### src/rtl/irq_pending_ctrl_pkg.sv
// Shared constants and FSM state type for the pending-interrupt controller.
package irq_pending_ctrl_pkg;
  localparam int NREQ = 4;
  localparam int IDW  = 2;

  typedef enum logic [1:0] {
    IDLE   = 2'd0,
    ASSERT = 2'd1,
    CLEAR  = 2'd2
  } state_e;
endpackage

### src/rtl/irq_prio_enc.sv
// Combinational highest-index-wins encoder over a request vector.
module irq_prio_enc #(
  parameter int NREQ = irq_pending_ctrl_pkg::NREQ,
  parameter int IDW  = irq_pending_ctrl_pkg::IDW
) (
  input  logic [NREQ-1:0] vec,
  output logic [IDW-1:0]  id,
  output logic            any
);
  // Ascending scan so the last (highest) set bit overwrites lower ones.
  always_comb begin
    id  = '0;
    any = 1'b0;
    for (int k = 0; k < NREQ; k++) begin
      if (vec[k]) begin
        id  = IDW'(k);
        any = 1'b1;
      end
    end
  end
endmodule

### src/rtl/irq_pending_ctrl.sv
// Edge-triggered pending-interrupt controller: latches request edges, presents the
// highest-priority unmasked source and retires it on ack. state_dbg exposes the FSM.
//
// Handshake: irq_valid/irq_id are a registered offer; ack is honoured only in the
// cycle irq_valid=1 with en=1, and retires exactly the presented irq_id.
module irq_pending_ctrl #(
  parameter int NREQ = irq_pending_ctrl_pkg::NREQ,
  parameter int IDW  = irq_pending_ctrl_pkg::IDW
) (
  input  logic            clk,
  input  logic            rst,
  input  logic            en,
  input  logic [NREQ-1:0] req,
  input  logic [NREQ-1:0] mask,
  input  logic            ack,
  input  logic            ovr_clr,
  output logic            irq_valid,
  output logic [IDW-1:0]  irq_id,
  output logic [NREQ-1:0] pending,
  output logic [NREQ-1:0] ovr,
  output logic [1:0]      state_dbg
);
  import irq_pending_ctrl_pkg::*;

  state_e          state_q, state_d;
  logic [NREQ-1:0] req_q, req_d;
  logic [NREQ-1:0] pending_q, pending_d;
  logic [NREQ-1:0] ovr_q, ovr_d;
  logic [IDW-1:0]  irq_id_q, irq_id_d;
  logic            irq_valid_q, irq_valid_d;

  logic [NREQ-1:0] edge_v, set_v, clr_v;
  logic            ack_fire;
  logic [IDW-1:0]  win_id;
  logic            win_any;

  irq_prio_enc #(.NREQ(NREQ), .IDW(IDW)) u_prio (
    .vec (pending_q & mask),
    .id  (win_id),
    .any (win_any)
  );

  always_comb begin
    req_d    = req;
    edge_v   = req & ~req_q;
    set_v    = en ? edge_v : '0;
    ack_fire = (state_q == ASSERT) && en && ack;
    clr_v    = ack_fire ? (NREQ'(1) << irq_id_q) : '0;
    // A fresh edge re-sets a bit cleared in the same cycle; only a hit on a
    // still-pending bit counts as an overrun.
    pending_d = (pending_q & ~clr_v) | set_v;
    ovr_d     = (ovr_clr ? '0 : ovr_q) | (set_v & pending_q & ~clr_v);

    state_d  = state_q;
    irq_id_d = irq_id_q;
    case (state_q)
      IDLE: begin
        if (en && win_any) begin
          irq_id_d = win_id;
          state_d  = ASSERT;
        end
      end
      ASSERT: begin
        if (!en)          state_d = IDLE;
        else if (ack)     state_d = CLEAR;
      end
      CLEAR:   state_d = IDLE;
      default: state_d = IDLE;
    endcase
    irq_valid_d = (state_d == ASSERT);
  end

  always_ff @(posedge clk) begin
    req_q <= req_d;
    if (rst) begin
      state_q     <= IDLE;
      pending_q   <= '0;
      ovr_q       <= '0;
      irq_id_q    <= '0;
      irq_valid_q <= 1'b0;
    end else begin
      state_q     <= state_d;
      pending_q   <= pending_d;
      ovr_q       <= ovr_d;
      irq_id_q    <= irq_id_d;
      irq_valid_q <= irq_valid_d;
    end
  end

  assign irq_valid = irq_valid_q;
  assign irq_id    = irq_id_q;
  assign pending   = pending_q;
  assign ovr       = ovr_q;
  assign state_dbg = state_q;
endmodule

### config.mk
export PLATFORM = sky130hd
export DESIGN_NAME = irq_pending_ctrl
export DESIGN_NICKNAME = d
export VERILOG_FILES = /design/src/rtl/irq_pending_ctrl_pkg.sv /design/src/rtl/irq_prio_enc.sv /design/src/rtl/irq_pending_ctrl.sv
export SDC_FILE = /design/constraint.sdc
export NUM_CORES = 1
export LEC_CHECK = 0
export ABC_AREA = 0
export ABC_CLOCK_PERIOD_IN_PS = 1300
export CAP_MARGIN = 0
export CORE_AREA = 5 5 42 44
export CTS_BUF_LIST = sky130_fd_sc_hd__clkbuf_4 sky130_fd_sc_hd__clkbuf_8
export DETAILED_ROUTE_END_ITERATION = 7
export DIE_AREA = 0 0 47 49
export DONT_BUFFER_PORTS = 1
export GPL_TIMING_DRIVEN = 0
export PLACE_DENSITY = 0.65
export SLEW_MARGIN = 30
export SYNTH_ARGS = -nofsm -noshare
export SYNTH_HDL_FRONTEND = slang
export SYNTH_SLANG_ARGS = --single-unit
### constraint.sdc
create_clock -name clk -period 1.3 [get_ports clk]
set_input_delay 0.26 -clock clk [delete_from_list [all_inputs] [get_ports clk]]
set_output_delay 0.26 -clock clk [all_outputs]
set_load 0.01 [all_outputs]
; Yosys cells after proc, flatten, opt, wreduce, memory -nomap -nowiden
; Index checks and enable logic that the tools add are counted.
[word_totals]
elab_cells = 37
inputBits = 13
ff_bits = 17
[op_classes]
mux = 14
n_shift = 1
n_bitwise = 9
n_reduce_logical = 5
eq_ne = 2
[ops]
columns = op, count
row1 = $and A4 B4 Y4, 5
row2 = $mux W4, 3
row3 = $mux W2, 5
row4 = $not A4 Y4, 2
row5 = $or A4 B4 Y4, 2
row6 = $mux W1, 5
row7 = $eq A2 B1 Y1 const B, 2
row8 = $pmux W2 S2, 1
row9 = $shl A1 B2 Y4 const A, 1
row10 = $logic_and A1 B1 Y1, 3
row11 = $logic_not A2 Y1, 1
row12 = $reduce_and A2 Y1, 1

; Logic depth before layout (Yosys ltp)
; Gate-level depths: netlist of run 1.
[depth]
depth_word = 9
depth_mapped = 4
depth_no_buf = 4

; Hierarchy
; Synthesis of run 1 repeated with hierarchy kept, for this count alone.
[unflattened]
hier_cells = 67
area_unflattened_um2 = 655.6
[modules_own_cells]
columns = module, cells_each, n_inst, area_each_um2
row1 = irq_pending_ctrl, 63, 1, 631.9
row2 = irq_prio_enc, 4, 1, 23.8

; Least setup slack after synthesis of run 1
; No wires, ideal clock.
[synth_timing]
path_kind = reg-to-reg
startpoint = register state_q[1], in the netlist state_dbg[1]
endpoint = register irq_id_q[0], in the netlist irq_id[0]
synth_period_minus_slack_ns = 1.242
path_slack_ns = 0.058
setup_ns = 0.079
t_arrival_ns = 1.163
required_ns = 1.221
path_stages_with_launch = 5
cell_sequence = dfxtp_1 or3b_1 a21oi_2 nor2_1 a211oi_2
[synth_via]
elab_chain_len = 2
[synth_rtl]
columns = item, line_no
row1 = start: declaration, irq_pending_ctrl.sv:25  ; state_e state_q, state_d;
row2 = start signal: assignment, irq_pending_ctrl.sv:82  ; state_q <= state_d;
row3 = $logic_not A2 Y1, irq_pending_ctrl.sv:56  ; case (state_q)
row4 = $reduce_and A2 Y1 (no source line), -
row5 = end signal: assignment, irq_pending_ctrl.sv:85  ; irq_id_q <= irq_id_d;
row6 = end: declaration, irq_pending_ctrl.sv:29  ; logic [IDW-1:0] irq_id_q, irq_id_d;
; No other way between the ends.
; A chain may end at the register's enable or synchronous reset.

; Worst setup path in the final report of run 1
[layout_timing]
startpoint = register state_q[0], in the netlist state_dbg[0]
endpoint = register irq_id_q[0], in the netlist irq_id[0]
; The elaborated chain is that of the path after synthesis.

==> run summary, run 1 <==
Result of the run - finished, final reports clean
Prevailing post-synth register cell - sky130_fd_sc_hd__dfxtp_1
Critical path startpoint - state_dbg[0]
Global-route wire length before repair - 2194 µm
Most numerous cell in the Yosys netlist - sky130_fd_sc_hd__dfxtp_1
Clock Tree Root - sky130_fd_sc_hd__clkbuf_4
Placeable core region - 0.001401 mm²
RePlAce Congestion - 0.6751
Count of buffers inserted at the top-level ports - 0
Portion of the post-synthesis area used by sequential elements - 52.61%
Final setup violation count - 0
Average wire per standard cell - 15.38 µm
Length in cells of the worst reg-to-reg path - 4
Post-route cell area - 779.5 µm²
Register-to-register setup slack - 0.03 ns
Endpoint of the lowest-slack register-to-register path - irq_id[0]
Maximum clock frequency - 0.7853 GHz
Final #Nets - 89
Die Outline Area - 0.002303 mm²
Count of final max-slew check failures - 0
H-tree lvl count - 1
TritonCTS Sinks - 17
Startpoint Class - flop
Data required, critical path - 1.46 ns
Clock input transition at the sequential cells of the worst setup and hold paths - 0.10 ns
Syn-to-layout area delta - 20.50%
Count of maximum capacitance violations - 0
Maximum clock insertion buffer count - 2
Arrival time at the worst endpoint - 1.43 ns
Post-route clock period utilization - 97.96%
Final hold viol count - 0
Vias per Instance - 5.670
Warnings, synthesis - 0
Buf/Inv on CP - 1
Post-route ant nets - 0
Top-level port count - 26
Sort of element at the end of the critical path - flop
Starting density of the core - 46.16%
Top post-synthesis cells by count - sky130_fd_sc_hd__dfxtp_1, sky130_fd_sc_hd__nor3b_1, sky130_fd_sc_hd__a21oi_1, sky130_fd_sc_hd__nand3b_1, sky130_fd_sc_hd__nand2_1
Final hold slack - 0.1570 ns
Share of Yosys cell area claimed by the top area cell type - 52.61%
Average cell area after synthesis - 9.952 µm²
Largest area contributor in the netlist - sky130_fd_sc_hd__dfxtp_1
DRC Markers - 0
Height of the chip - 49 µm
Largest net degree at the start of global routing - 11
Start point of the worst hold path - req[2]
Total nets after synthesis - 78
Number of iterations in the first detailed-routing pass - 2
Final setup skew - 0.003004 ns
Setup slack after placement - -0.03359 ns
Remaining Overflow, GRT - 0
Area after detailed placement - 666.9 µm²
Mapped cell area - 646.9 µm²
Main area contributors after synthesis - sky130_fd_sc_hd__dfxtp_1, sky130_fd_sc_hd__nor3b_1, sky130_fd_sc_hd__nand3b_1
Post-route setup slack - 0.02656 ns
Delay of the slowest cell on the worst path - 0.42 ns
Cells after synthesis - 65
Initial DRC count - 5
Cell area power density - 1164 mW/mm²
CTS tree - yes
Flip-flop and latch count after synthesis - 17
Via total after detailed routing - 516
Top fanout value on the critical path - 5
Worst relative slew slack - 67.86%
Global-route usage over all layers - 13.39%
Worst hold-check path type - in -> reg
Detailed Place HPWL - 1007 µm
Worst Hold Endpoint - pending[2]
Maximum resistive drop on vdd - 0.0006320 V
Sequence of cells on the critical path - or3b_4 > a21oi_4 > buf_4 > a211oi_2
Cell count of the worst hold path - 2
Delay-heaviest family, CP - simple AND/OR/NAND/NOR gates
TritonCTS buffer count - 3
Distinct cell type count of the synthesized netlist - 26
Routed wire length - 1400 µm
Slew of the pin with the lowest slew margin - 0.4821 ns
Async set-or-reset flop fraction in the synthesized netlist - 0%
Lkg Pwr - 0.2815 nW
Ant diodes - 0
Via count of the first global-routing pass - 500
EDFF count, synth - 0
R2R Path Start - state_dbg[0]
Total number of placement rows - 14
Slowest library cell on the worst path - sky130_fd_sc_hd__or3b_4
Source-to-sink clock delay at the later pin of the worst-skew pair - 0.28 ns
Crit path kind - reg -> reg
Initial antenna violation count - 0
Proportion of layout cells with a drive suffix above 1 - 18.67%
Unrepaired setup endpoints after global routing - true
Die Width - 47 µm
Final critical delay including setup and external delays - 1.273 ns
## per-layer routing
| metal | GRT usage, % | part of all wire (%) | vias to the layer above |
|---|---|---|---|
| li1 | - | - | 261 |
| met1 | 16.33 | 42 | 233 |
| met2 | 18.78 | 45 | 18 |
| met3 | 5.535 | 10 | 4 |
| met4 | 8.295 | 2.0 | 0 |
| met5 | 0 | 0 | - |
## kinds of logic after synthesis
logic type / synth area share, %
simple gates: 28.82
flops: 52.61
compound gates: 16.83
buf+inv: 1.741
## power by group
group / total (mW) / switching (mW) / internal (mW) / leakage [nW]
registers: 0.564 / 0.0253 / 0.538 / 0.141
clock network: 0.273 / 0.159 / 0.114 / 0.0177
logic: 0.0711 / 0.0326 / 0.0384 / 0.123
total: 0.908 / 0.217 / 0.691 / 0.282
## registers in the layout, summed over array words and instances (netlist names)
name	flops
state_dbg	2
pending	4
irq_id	2
irq_valid	1
req_q	4
ovr	4
## per-stage QoR
stage	util, %	power (mW)	TNS [ns]	instances
2_1_floorplan	-	0.6159	0	65
3_3_place_gp	47.59	0.6279	-0.01199	81
3_5_place_dp	47.59	0.6288	-0.03359	81
4_1_cts	53.04	0.9141	0	90
5_1_grt	55.63	0.9720	-0.05372	91
6_report	55.63	0.9076	0	91
## cells in the final DEF, fill, tap and decap left out, types with 2 or more instances in the layout
master                           n
sky130_fd_sc_hd__a21o_1          3
sky130_fd_sc_hd__dfxtp_4         2
sky130_fd_sc_hd__a22oi_1         2
sky130_fd_sc_hd__nand2_1         4
sky130_fd_sc_hd__dlygate4sd3_1   4
sky130_fd_sc_hd__a21oi_1         5
sky130_fd_sc_hd__buf_4           2
sky130_fd_sc_hd__nor2_1          2
sky130_fd_sc_hd__dfxtp_1        15
sky130_fd_sc_hd__nand3b_1        5
sky130_fd_sc_hd__clkbuf_4        3
sky130_fd_sc_hd__nor3b_1         6
sky130_fd_sc_hd__clkbuf_1        2
## area by class of cell
type	count	area, µm²
well taps	16	20.02
flip-flops and latches	17	347.8
fillers	130	621.8
plain buffers	2	7.507
inverters	1	3.754
clock buffers	3	22.52
clock inverters	1	5.005
multi-input cells	45	317.8
repair buffers	6	55.05
## repair_timing
action,CTS,global route
hold buffers,4,0
setup endpoints to repair,3,5
endpoints found under the hold margin,4,0
pin swaps,0,3
setup buffers,1,1
resized for setup,1,8
## worst max path at each step
| stage | cells after the start | to | slack [ns] |
|---|---|---|---|
| final | 4 | irq_id[0] | 0.03 |
| after global routing | 4 | irq_valid | -0.04 |
| after CTS | 4 | irq_id[0] | 0.01 |
| after detailed placement | 4 | irq_id[0] | -0.03 |
| after global placement | 4 | irq_id[0] | -0.01 |
| after floorplan | 4 | irq_id[0] | 0.06 |
No activity file was read; power rests on OpenSTA's default activity.
==> inputs of run 2 (changes only) <==
--- a/config.mk
+++ b/config.mk
@@ -7,7 +7,6 @@
 export LEC_CHECK = 0
 export ABC_AREA = 0
 export ABC_CLOCK_PERIOD_IN_PS = 1300
-export CAP_MARGIN = 0
 export CORE_AREA = 5 5 42 44
 export CTS_BUF_LIST = sky130_fd_sc_hd__clkbuf_4 sky130_fd_sc_hd__clkbuf_8
 export DETAILED_ROUTE_END_ITERATION = 7
==> results of run 2 <==
No change in the layout: final DEF, timing and power equal those of run 1.
==> RTL edit 1, RTL diff (flow settings as in run 1) <==
`IDW`: 2 -> 1.
--- a/src/rtl/irq_pending_ctrl_pkg.sv
+++ b/src/rtl/irq_pending_ctrl_pkg.sv
@@ -1,7 +1,7 @@
 // Shared constants and FSM state type for the pending-interrupt controller.
 package irq_pending_ctrl_pkg;
   localparam int NREQ = 4;
-  localparam int IDW  = 2;
+  localparam int IDW  = 1;
 
   typedef enum logic [1:0] {
     IDLE   = 2'd0,
Ports: changed (resized irq_id); port bits go from 26 to 25. No check against the original RTL was run, so the function may have changed too.
==> RTL edit 1 against run 1 <==
- core utilization is 5.7 points lower
- routed wire length is 9.1% lower
- worst hold slack worse by 0.0073 ns
- sequential share of layout area is 1.2 points higher
- first-iteration DRC count is 80% higher
- sequential cell count is 1 lower
- area after synthesis is 6.8% lower
- total power is 0.56% higher
- combinational power is 22% lower
- worst setup slack better by 0.11 ns
- via count is 12% lower
- cell area is 10% lower
- die area stayed put
==> RTL edit 1: results (changes against run 1) <==
share of final-layout standard cells stronger than drive strength 1 17.91% (-0.76 points); global-route usage over all layers 12.24% (-1.1 points); Non-clock buffers, area share 6.440% (-1.6 points); Relative slew margins 78.42% (+11 points); met1 Use GR 15.40% (-0.93 points); global placement routability congestion 0.6961 (+3.1%); dpl hpwl 959.6 µm (-4.7%); maximum cell stage delay along the critical path 0.52 ns (+0.10 ns); Final Cycle Share 89.70% (-8.3 points); Combinational Power Share 6.0% (-1.8 points); final net count 81 (-9.0%); depth of the worst register-to-register path 3 (-1); met3 global-route usage 2.952% (-2.6 points); number of buffers other than clock buffers in the final layout 5 (-3); via count of the first global-routing pass 455 (-9.0%); multi-input logic portion of the cell area 37.57% (-3.2 points); sequential cell area 320.3 µm² (-7.9%); met2 Resource Use GR 18.33% (-0.45 points); WL met3 93 µm (-36%); wire length of the first global-routing pass 2056 µm (-6.3%); per-instance average area after synthesis 10.22 µm² (+2.7%); unique cell type count in the Yosys netlist 19 (-27%); cells resized by post-CTS repair 0 (-1); termination of the worst setup path pending[1]$_SDFF_PP0_; met1 WL 548 µm (-7.0%); compound-gate portion of the synthesized area 19.92% (+3.1 points); CP Data Arrival Time 1.34 ns (-0.09 ns); Fill cells 138 (+6.2%); number of placed instances, taps included 75 (-7.4%); Commonest cells post-synth dfxtp_1, nor2_1, a21oi_1, inv_1, nand3b_1; total length of routed met2 wires 615 µm (-3.3%); Vias per Instance 5.458 (-3.7%); P_leak 0.2774 nW (-1.5%); count of clock buffers in the final design 4 (+1); maximum fanout along the worst path 6 (+1); power share of the sequential group 58.2% (-3.9 points); initial detailed-routing violation count 9 (+4); top cells by area in the synthesized netlist dfxtp_1, o41ai_2, nor2_1, nand3b_1, a21oi_1; final instance area 699.4 µm² (-10%); setup fix buffers added after clock tree synthesis 0 (-1); cell area reported after detailed placement 623.1 µm² (-6.6%); Inverters 4 (+3); number of iterations in the first detailed-routing pass 4 (+2); dominant delay contributor by cell family on the critical path flip-flops; seq_cells 16 (-1); final clock skew 0.005923 ns (+0.002919 ns); run status finished clean; net count of the mapped netlist 72 (-7.7%); average wire per cell in the routed design 15.34 µm (-0.31%); comb_multi_in 38 (-16%); fraction of area in clock buffers and inverters 5.188% (+1.7 points)
[RTL edit 1: cell types whose count changed in the layout (fill, tap and decap cells not counted), sizes merged, moves of 3 or more]
cell / run 1 / this run
o41ai: 0 / 3
inv: 1 / 4
nor3b: 6 / 0
nor2: 3 / 9
a21o: 3 / 0
[RTL edit 1: worst min-delay path by stage]
stage           start                      end  slack, ns  depth (start not counted)
2_1_floorplan  req[0]         req_q[0]$_DFF_P_       0.29                          0
6_report          ack  state_dbg[1]$_SDFF_PP0_       0.15                          2
4_1_cts           ack  state_dbg[1]$_SDFF_PP0_       0.14                          2
3_5_place_dp   req[0]         req_q[0]$_DFF_P_       0.29                          0
5_1_grt           ack  state_dbg[1]$_SDFF_PP0_       0.16                          2
3_3_place_gp   req[0]         req_q[0]$_DFF_P_       0.29                          0
[RTL edit 1: kinds of logic after synthesis]
logic type	count (synthesis)
AO/OA/AOI/OAI	13
AND/OR/NAND/NOR	25
flip-flops	16
buffers and inverters	5
==> RTL edit 2, RTL diff (flow settings as in run 1) <==
Without the edit above. Register the output `irq_id` once more, without a reset; this adds one clock of latency there. The other outputs are not delayed to match. Comments in the files are not updated.
--- a/src/rtl/irq_pending_ctrl.sv
+++ b/src/rtl/irq_pending_ctrl.sv
@@ -88,7 +88,9 @@
   end
 
   assign irq_valid = irq_valid_q;
-  assign irq_id    = irq_id_q;
+  always_ff @(posedge clk) begin
+    irq_id <= irq_id_q;
+  end
   assign pending   = pending_q;
   assign ovr       = ovr_q;
   assign state_dbg = state_q;
Check against the original RTL: not equivalent (a bounded check fails within 4 cycles, from zero or initial values and one cycle with rst high).
==> RTL edit 2 against run 1 <==
- total power is 8.0% higher
- critical path depth stayed put
- non-clock buffer count stayed put
- sequential cell count is 2 higher
- cell area is 5.1% higher
- core utilization is 2.9 points higher
- worst setup slack better by 0.019 ns
- largest power group unchanged
- area after synthesis is 6.2% higher
- global-route usage is 0.099 points lower
- routed wire length is 0.57% higher
- clock skew hardly changed
==> RTL edit 2: results (changes against run 1) <==
Fill cells 124 (-4.6%); terminus of the critical flop-to-flop path irq_id_q[0]$_SDFFE_PP0P_; Worst Hold Endpoint pending[3]$_SDFF_PP0_; final net count 91 (+2.2%); part of the total power dissipated in the clock network 28.7% (-1.4 points); final clock skew 0.003314 ns (+0.0003097 ns); number of placed instances, taps included 83 (+2.5%); Seq/Total Area, Yosys 55.37% (+2.8 points); per-instance average area after synthesis 10.25 µm² (+3.0%); Crit-path slowest cell or3b_4; Int Pwr 0.7557 mW (+9.4%); share of final-layout standard cells stronger than drive strength 1 18.18% (-0.48 points); cells resized by post-CTS repair 3 (+2); setup slack of the critical path after layout 0.04537 ns (+0.01881 ns); global placement routability congestion 0.7223 (+7.0%); top cells by area in the synthesized netlist dfxtp_1, nor3b_1, nand3b_1, a21oi_1, a21o_1; run status finished clean; number of iterations in the first detailed-routing pass 4 (+2); worst slack at placement -0.04308 ns (-0.009483 ns); Worst Min Path Start req[3]; number of non-filler instances in the completed layout 93 (+2.2%); routed wire length 1408 µm (+0.57%); end-of-flow core utilization 58.48% (+2.9 points); net count of the mapped netlist 80 (+2.6%); largest net degree at the start of global routing 12 (+1); global-route usage over all layers 13.29% (-0.099 points); Relative slew margins 69.09% (+1.2 points); termination of the worst setup path irq_id_q[0]$_SDFFE_PP0P_; dpl hpwl 1040 µm (+3.3%); maximum vdd ir drop 1123 µV (+78%); cell area reported after detailed placement 706.9 µm² (+6.0%); via count of the first global-routing pass 502 (+0.40%); switching part of the total power 22.94% (-0.92 points)
-- RTL edit 2: cells by family after synthesis --
logic type / Yosys count / synth area share [%]
buf+inv: 3 / 1.639
simple gates: 29 / 27.14
flops: 19 / 55.37
compound gates: 16 / 15.84
-- RTL edit 2: metal layers --
layer | share of wire (%) | track usage [%]
met4 | 0.92 | 2.765
met1 | 39 | 15.78
met3 | 13 | 9.963
met5 | 0 | 0
met2 | 47 | 19.00
-- RTL edit 2: final cells by class --
| type | instances | share of cell area, % |
|---|---|---|
| sequential | 19 | 47.33 |
| multi-input combinational | 45 | 38.78 |
| buffer | 2 | 0.9160 |
| clock buffer | 3 | 2.748 |
| tap | 16 | 2.443 |
| inverter | 1 | 0.4580 |
| clock inverter | 1 | 0.6107 |
| timing repair buffer | 6 | 6.718 |
